<file path="src/rtl/vga_timing_pkg.sv">
// rtl/vga_timing_pkg.sv - shared raster timing constants and width helper
package vga_timing_pkg;

    // 1920x1080, 2200x1125 total, positive sync polarity
    localparam int H_ACTIVE_1080 = 1920;
    localparam int H_FP_1080     = 88;
    localparam int H_SYNC_1080   = 44;
    localparam int H_BP_1080     = 148;
    localparam int H_TOTAL_1080  = H_ACTIVE_1080 + H_FP_1080 + H_SYNC_1080 + H_BP_1080;

    localparam int V_ACTIVE_1080 = 1080;
    localparam int V_FP_1080     = 4;
    localparam int V_SYNC_1080   = 5;
    localparam int V_BP_1080     = 36;
    localparam int V_TOTAL_1080  = V_ACTIVE_1080 + V_FP_1080 + V_SYNC_1080 + V_BP_1080;

    localparam int X_W_1080 = $clog2(H_TOTAL_1080);
    localparam int Y_W_1080 = $clog2(V_TOTAL_1080);

    // 1280x720, 1650x750 total, positive sync polarity
    localparam int H_ACTIVE_720 = 1280;
    localparam int H_FP_720     = 110;
    localparam int H_SYNC_720   = 40;
    localparam int H_BP_720     = 220;
    localparam int H_TOTAL_720  = H_ACTIVE_720 + H_FP_720 + H_SYNC_720 + H_BP_720;

    localparam int V_ACTIVE_720 = 720;
    localparam int V_FP_720     = 5;
    localparam int V_SYNC_720   = 5;
    localparam int V_BP_720     = 20;
    localparam int V_TOTAL_720  = V_ACTIVE_720 + V_FP_720 + V_SYNC_720 + V_BP_720;

    localparam int X_W_720 = $clog2(H_TOTAL_720);
    localparam int Y_W_720 = $clog2(V_TOTAL_720);

    // Bits needed to hold 0..total-1, never less than one bit
    function automatic int cnt_width(input int total);
        return (total > 1) ? $clog2(total) : 1;
    endfunction

endpackage

</file>
<file path="src/rtl/vga_axis_counter.sv">
// rtl/vga_axis_counter.sv - one raster axis: wrapping counter with active/sync window decode
module vga_axis_counter
    import vga_timing_pkg::*;
#(
    parameter int ACTIVE = H_ACTIVE_1080,
    parameter int FP     = H_FP_1080,
    parameter int SYNC   = H_SYNC_1080,
    parameter int BP     = H_BP_1080,
    parameter int W      = cnt_width(ACTIVE + FP + SYNC + BP)
)(
    input  logic         clk,
    input  logic         rst_n,
    input  logic         i_inc,
    output logic [W-1:0] o_count,
    output logic         o_last,
    output logic         o_zero,
    output logic         o_active,
    output logic         o_sync
);

    localparam int TOTAL = ACTIVE + FP + SYNC + BP;

    localparam logic [W-1:0] C_LAST       = W'(TOTAL - 1);
    localparam logic [W-1:0] C_ACTIVE     = W'(ACTIVE);
    localparam logic [W-1:0] C_SYNC_START = W'(ACTIVE + FP);
    localparam logic [W-1:0] C_SYNC_END   = W'(ACTIVE + FP + SYNC);

    logic [W-1:0] r_count;

    // Advance on i_inc, wrapping explicitly at the last position of the axis
    always_ff @(posedge clk or negedge rst_n) begin
        if (!rst_n) begin
            r_count <= '0;
        end else if (i_inc) begin
            r_count <= o_last ? '0 : r_count + W'(1);
        end
    end

    assign o_count  = r_count;
    assign o_last   = (r_count == C_LAST);
    assign o_zero   = (r_count == '0);
    assign o_active = (r_count < C_ACTIVE);
    assign o_sync   = (r_count >= C_SYNC_START) && (r_count < C_SYNC_END);

endmodule

</file>
<file path="src/rtl/vga_timing_gen.sv">
// rtl/vga_timing_gen.sv - raster timing generator with registered position, syncs and strobes
module vga_timing_gen
    import vga_timing_pkg::*;
#(
    parameter int H_ACTIVE  = H_ACTIVE_1080,
    parameter int H_FP      = H_FP_1080,
    parameter int H_SYNC    = H_SYNC_1080,
    parameter int H_BP      = H_BP_1080,
    parameter int V_ACTIVE  = V_ACTIVE_1080,
    parameter int V_FP      = V_FP_1080,
    parameter int V_SYNC    = V_SYNC_1080,
    parameter int V_BP      = V_BP_1080,
    parameter bit H_POL     = 1'b1,
    parameter bit V_POL     = 1'b1,
    parameter int FRAME_DIV = 4,
    localparam int H_TOTAL  = H_ACTIVE + H_FP + H_SYNC + H_BP,
    localparam int V_TOTAL  = V_ACTIVE + V_FP + V_SYNC + V_BP,
    localparam int X_W      = cnt_width(H_TOTAL),
    localparam int Y_W      = cnt_width(V_TOTAL)
)(
    input  logic           clk,
    input  logic           rst_n,
    input  logic           en,
    output logic [X_W-1:0] sx,
    output logic [Y_W-1:0] sy,
    output logic           hsync,
    output logic           vsync,
    output logic           de,
    output logic           line_start,
    output logic           frame_start,
    output logic           frame_tick
);

    localparam int FC_W = cnt_width(FRAME_DIV);
    localparam logic [FC_W-1:0] C_FC_LAST = FC_W'(FRAME_DIV - 1);

    if (H_ACTIVE < 1 || H_FP < 1 || H_SYNC < 1 || H_BP < 1 ||
        V_ACTIVE < 1 || V_FP < 1 || V_SYNC < 1 || V_BP < 1 || FRAME_DIV < 1) begin : g_param_check
        $error("vga_timing_gen: porch, sync and active sizes and FRAME_DIV must all be >= 1");
    end

    logic [X_W-1:0] w_hc;
    logic [Y_W-1:0] w_vc;
    logic           w_h_last;
    logic           w_h_zero;
    logic           w_h_active;
    logic           w_h_sync;
    logic           w_v_last;
    logic           w_v_zero;
    logic           w_v_active;
    logic           w_v_sync;
    logic           w_v_inc;
    logic           w_frame_start;

    logic [FC_W-1:0] r_fc;

    // The vertical axis steps once per line, on the enabled edge where hc wraps
    assign w_v_inc       = en && w_h_last;
    assign w_frame_start = w_h_zero && w_v_zero;

    vga_axis_counter #(
        .ACTIVE (H_ACTIVE),
        .FP     (H_FP),
        .SYNC   (H_SYNC),
        .BP     (H_BP),
        .W      (X_W)
    ) u_h_axis (
        .clk      (clk),
        .rst_n    (rst_n),
        .i_inc    (en),
        .o_count  (w_hc),
        .o_last   (w_h_last),
        .o_zero   (w_h_zero),
        .o_active (w_h_active),
        .o_sync   (w_h_sync)
    );

    vga_axis_counter #(
        .ACTIVE (V_ACTIVE),
        .FP     (V_FP),
        .SYNC   (V_SYNC),
        .BP     (V_BP),
        .W      (Y_W)
    ) u_v_axis (
        .clk      (clk),
        .rst_n    (rst_n),
        .i_inc    (w_v_inc),
        .o_count  (w_vc),
        .o_last   (w_v_last),
        .o_zero   (w_v_zero),
        .o_active (w_v_active),
        .o_sync   (w_v_sync)
    );

    // Register the decode of the current (hc,vc) so every output describes the same pixel
    always_ff @(posedge clk or negedge rst_n) begin
        if (!rst_n) begin
            sx          <= '0;
            sy          <= '0;
            de          <= 1'b0;
            hsync       <= ~H_POL;
            vsync       <= ~V_POL;
            line_start  <= 1'b0;
            frame_start <= 1'b0;
            frame_tick  <= 1'b0;
            r_fc        <= '0;
        end else if (en) begin
            sx          <= w_hc;
            sy          <= w_vc;
            de          <= w_h_active && w_v_active;
            hsync       <= w_h_sync ? H_POL : ~H_POL;
            vsync       <= w_v_sync ? V_POL : ~V_POL;
            line_start  <= w_h_zero;
            frame_start <= w_frame_start;
            frame_tick  <= w_frame_start && (r_fc == '0);
            if (w_frame_start) begin
                r_fc <= (r_fc == C_FC_LAST) ? '0 : r_fc + FC_W'(1);
            end
        end
    end

endmodule

</file>
<file path="config.mk">
export PLATFORM = sky130hd
export DESIGN_NAME = vga_timing_gen
export DESIGN_NICKNAME = d
export VERILOG_FILES = /design/src/rtl/vga_timing_pkg.sv /design/src/rtl/vga_axis_counter.sv /design/src/rtl/vga_timing_gen.sv
export SDC_FILE = /design/constraint.sdc
export NUM_CORES = 1
export LEC_CHECK = 0
export ABC_AREA = 0
export BUFFER_PORTS_ARGS = -buffer_cell sky130_fd_sc_hd__buf_4
export CORE_MARGIN = 2
export CORE_UTILIZATION = 54
export CTS_BUF_LIST = sky130_fd_sc_hd__clkbuf_2 sky130_fd_sc_hd__clkbuf_4 sky130_fd_sc_hd__clkbuf_8
export DETAILED_ROUTE_END_ITERATION = 10
export GPL_TIMING_DRIVEN = 1
export HOLD_SLACK_MARGIN = 0.08
export MAX_ROUTING_LAYER = met4
export PLACE_DENSITY = 0.9
export SYNTH_ARGS = -nofsm -noshare
export SYNTH_HDL_FRONTEND = slang
export SYNTH_SLANG_ARGS = --single-unit
export TNS_END_PERCENT = 5
</file>
<file path="constraint.sdc">
create_clock -name clk -period 2.25 [get_ports clk]
set_input_delay 0.1125 -clock clk [delete_from_list [all_inputs] [get_ports clk]]
set_output_delay 0.1125 -clock clk [all_outputs]
set_load 0.01 [all_outputs]
</file>
==> metrics <==
Reg2Reg Launch Point u_h_axis.o_count[6]; pre-CTS setup slack 0.1018 ns; CP Class flip-flop to flip-flop; Worst EP arrival around 2.4 ns; initial drt markers about 130; cts bufs inserted 5; post-synth top area share a little over half; gpl congestion about 0.93; top cells by area, synth dfrtp_1 (53%), mux2_2 (11%), ha_1 (2.9%), nand3_1 (2.9%), nand2_1 (2.7%); full die area 5278 um^2; ant diodes 0; Critical Path, Cell by Cell or4_4 -> or4_4 -> or4_1 -> nand3_1; largest net degree at the start of global routing 55; # setup viols final 0; worst hold slack between 0.1 and 0.15 ns; Cell variety after synth 36; CP endpoint kind flip-flop; final instance area around 3000 um^2; CP max FO 5; first-pass GRT wire length 8507 um; Vias 1905; Slew headroom between 50% and 60%; Tcrit/Tclk final a little over nine tenths; grt total ovfl 0; Post-Syn Nets roughly 250; final worst-path setup slack 0.08834 ns; clk root buf clkbuf_8; crit-path most repeated cell or4_4; PwrDens just under 700 nW/um^2; Max Fclk around 460 MHz; Top delay family on crit path simple AND/OR/NAND/NOR gates; FFs w/ async S/R, synth between 90% and 100%; internal power 0.001494 W; post-CTS setup buffer count 0; # IOs 32; Slew @ Worst Pin between 0.6 and 0.7 ns; metal1 wirelength approximately 2300 um; most instantiated library cell after synthesis dfrtp_1; Hold Path Sink line_start; met2 wire length 2365 um; WL final ~5000 um; mapped cell area between 2000 and 3000 um^2; core area approximately 4400 um^2; WL met3 177 um; Reg2Reg Setup Slack 0.09 ns; share of layout cells above drive strength 1 between 20 and 30%; post-synthesis area per instance about 11 um^2; Main synth FF type dfrtp_1; Lkg Pwr approximately 1.4 nW; clock skew between 0.01 and 0.015 ns; Worst-path clk slew about 0.10 ns; Cell Rows 24; worst hold path type input port to flip-flop; Worst setup SP type flip-flop; sw frac between 20% and 30%; DRT Pass-1 Iters 4; Initial Util roughly 57%; NetSw 0.0005670 W; Hold Crit Start en; max-cap violation count 0; DPL Wire Length 3450 um; status completed; R2R cell count 4; Clock Path Buffers 2; Hold Fails Final Rpt 0; initial antenna violation count 0; CP max stage delay 0.56 ns; H-tree depth 2; DP Cell Count approximately 320; setup TNS 0 ns; Final Max Tran Viols 0; register area share after synthesis a little over half; Final #Nets approximately 280; sequential power share between 50% and 60%; Detail Route Antenna Nets 0; WL/cell about 15 um; max layer used met4; Finished Layout Cells 326; peak supply drop between 300 and 400 uV; post-layout min period 2.162 ns; Global Route Usage Sum 21.58%; die span in y ~73 um; clock network fraction of total power a little over a quarter; CTS tree done; Post-DP Area 2856 um^2; later-pin clock latency in the skew report 0.31 ns; RSZ-0062 raised after global routing no; list of most frequent post-synthesis cells dfrtp_1 (54), mux2_2 (24), nand2_1 (18); Gate power share ~16%; Syn Inst Count 237; clock sink count 54; RR Endpoint u_v_axis.o_count[10]; cell taking the most area after synthesis dfrtp_1; worst hold path depth 2; Post-synth EDFFs 0; die boundary width 72.65 um; Port-buffer cells 31; DRC Markers 0; via-per-instance ratio a little under 6; WP buf/inv 0; vias in the first global route between 1500 and 2000; Slowest-stage cell, CP or4_4; Synth-to-Final Area Change 16.42%; WP data required 2.51 ns; #FFs+latches synth between 50 and 60; Synth Warn # 0
==> cell type report <==
cell class	instances	area, um^2
sequential	54	1353
clock buffer	7	90.09
fill	355	1481
tap	52	65.06
inverter	16	60.06
timing repair buffer	41	310.3
clock inverter	1	5.005
multi-input combinational	155	1080
==> routing by layer <==
metal | up-vias | global-route usage, %
li1 | 904 | -
met1 | 939 | 29.40
met2 | 53 | 32.53
met3 | 9 | 3.729
met4 | 0 | 8.436
met5 | - | -
==> state kept, by name (all words and copies together), names as in the netlist <==
name	flops
hsync	1
sx	12
line_start	1
de	1
vsync	1
frame_tick	1
u_h_axis.o_count	12
sy	11
frame_start	1
r_fc	2
u_v_axis.o_count	11
==> through the flow <==
stage / power (W) / utilization, %
6_report: 0.002061 / 66.67
5_1_grt: 0.002166 / 66.67
4_1_cts: 0.002075 / 66.64
3_5_place_dp: 0.001516 / 64.27
3_3_place_gp: 0.001494 / 64.27
2_1_floorplan: 0.001357 / -
==> timing repair <==
item	4_1_cts	5_1_grt
endpoints found under the hold margin	54	0
endpoints found under the setup margin	0	1
resized for setup	0	1
hold buffers	1	0
==> worst max path at each step <==
| stage | cells past startpoint | start | to | slack (ns) |
|---|---|---|---|---|
| global route | 4 | u_h_axis.o_count[6] | u_v_axis.o_count[10] | 0.0002 |
| global placement | 4 | u_h_axis.o_count[8] | u_v_axis.o_count[10] | 0.14 |
| detailed placement | 4 | u_h_axis.o_count[6] | u_v_axis.o_count[10] | 0.10 |
| CTS | 4 | u_h_axis.o_count[6] | u_v_axis.o_count[10] | 0.08 |
| finish | 4 | u_h_axis.o_count[6] | u_v_axis.o_count[10] | 0.09 |
| floorplan | 5 | u_h_axis.o_count[8] | u_v_axis.o_count[10] | 0.06 |
==> worst reg2reg max path, stage by stage, from the launching register on <==
cell     delay, ns
dfrtp_2       0.44
or4_4         0.51
or4_4         0.56
or4_1         0.51
nand3_1       0.09
==> cell usage in the layout (no fill, tap or decap), types with 2 or more instances in the layout <==
cell       n
o22ai_1    2
clkbuf_8   6
a21oi_1    6
nand2_1   18
nor3_1     7
nand3_1   15
xor2_1     4
nand4_1    7
dfrtp_1   53
a21o_1     4
inv_1     16
and3_1     5
or4_1      5
mux2_2    24
nor2_1    11
or4_4      2
ha_1       6
buf_4     40
nand2b_1   2
xnor2_1    6
or3_1      4
o21ai_0   12
nor4_1     4
==> power by group through the flow <==
stage	Sequential [W]	Combinational (W)	Clock [W]
2_1_floorplan	0.00116	0.000198	0
3_3_place_gp	0.00117	0.000326	0
3_5_place_dp	0.00118	0.000337	0
4_1_cts	0.00116	0.000342	0.000575
5_1_grt	0.00118	0.000377	0.000610
6_report	0.00116	0.000338	0.000564
==> cells by family (layout without fill, tap and decap cells) <==
logic type | count (synthesis) | in the layout | share of synthesized area [%]
AO/OA/AOI/OAI | 28 | 28 | 6.441
XOR/XNOR | 10 | 10 | 3.441
adder cells (fa/ha/maj) | 6 | 6 | 2.950
buffers and inverters | 28 | 65 | 4.474
flip-flops | 54 | 54 | 53.10
multiplexers | 25 | 25 | 11.01
AND/OR/NAND/NOR | 86 | 86 | 18.58
(Power assumes the default switching activity.)
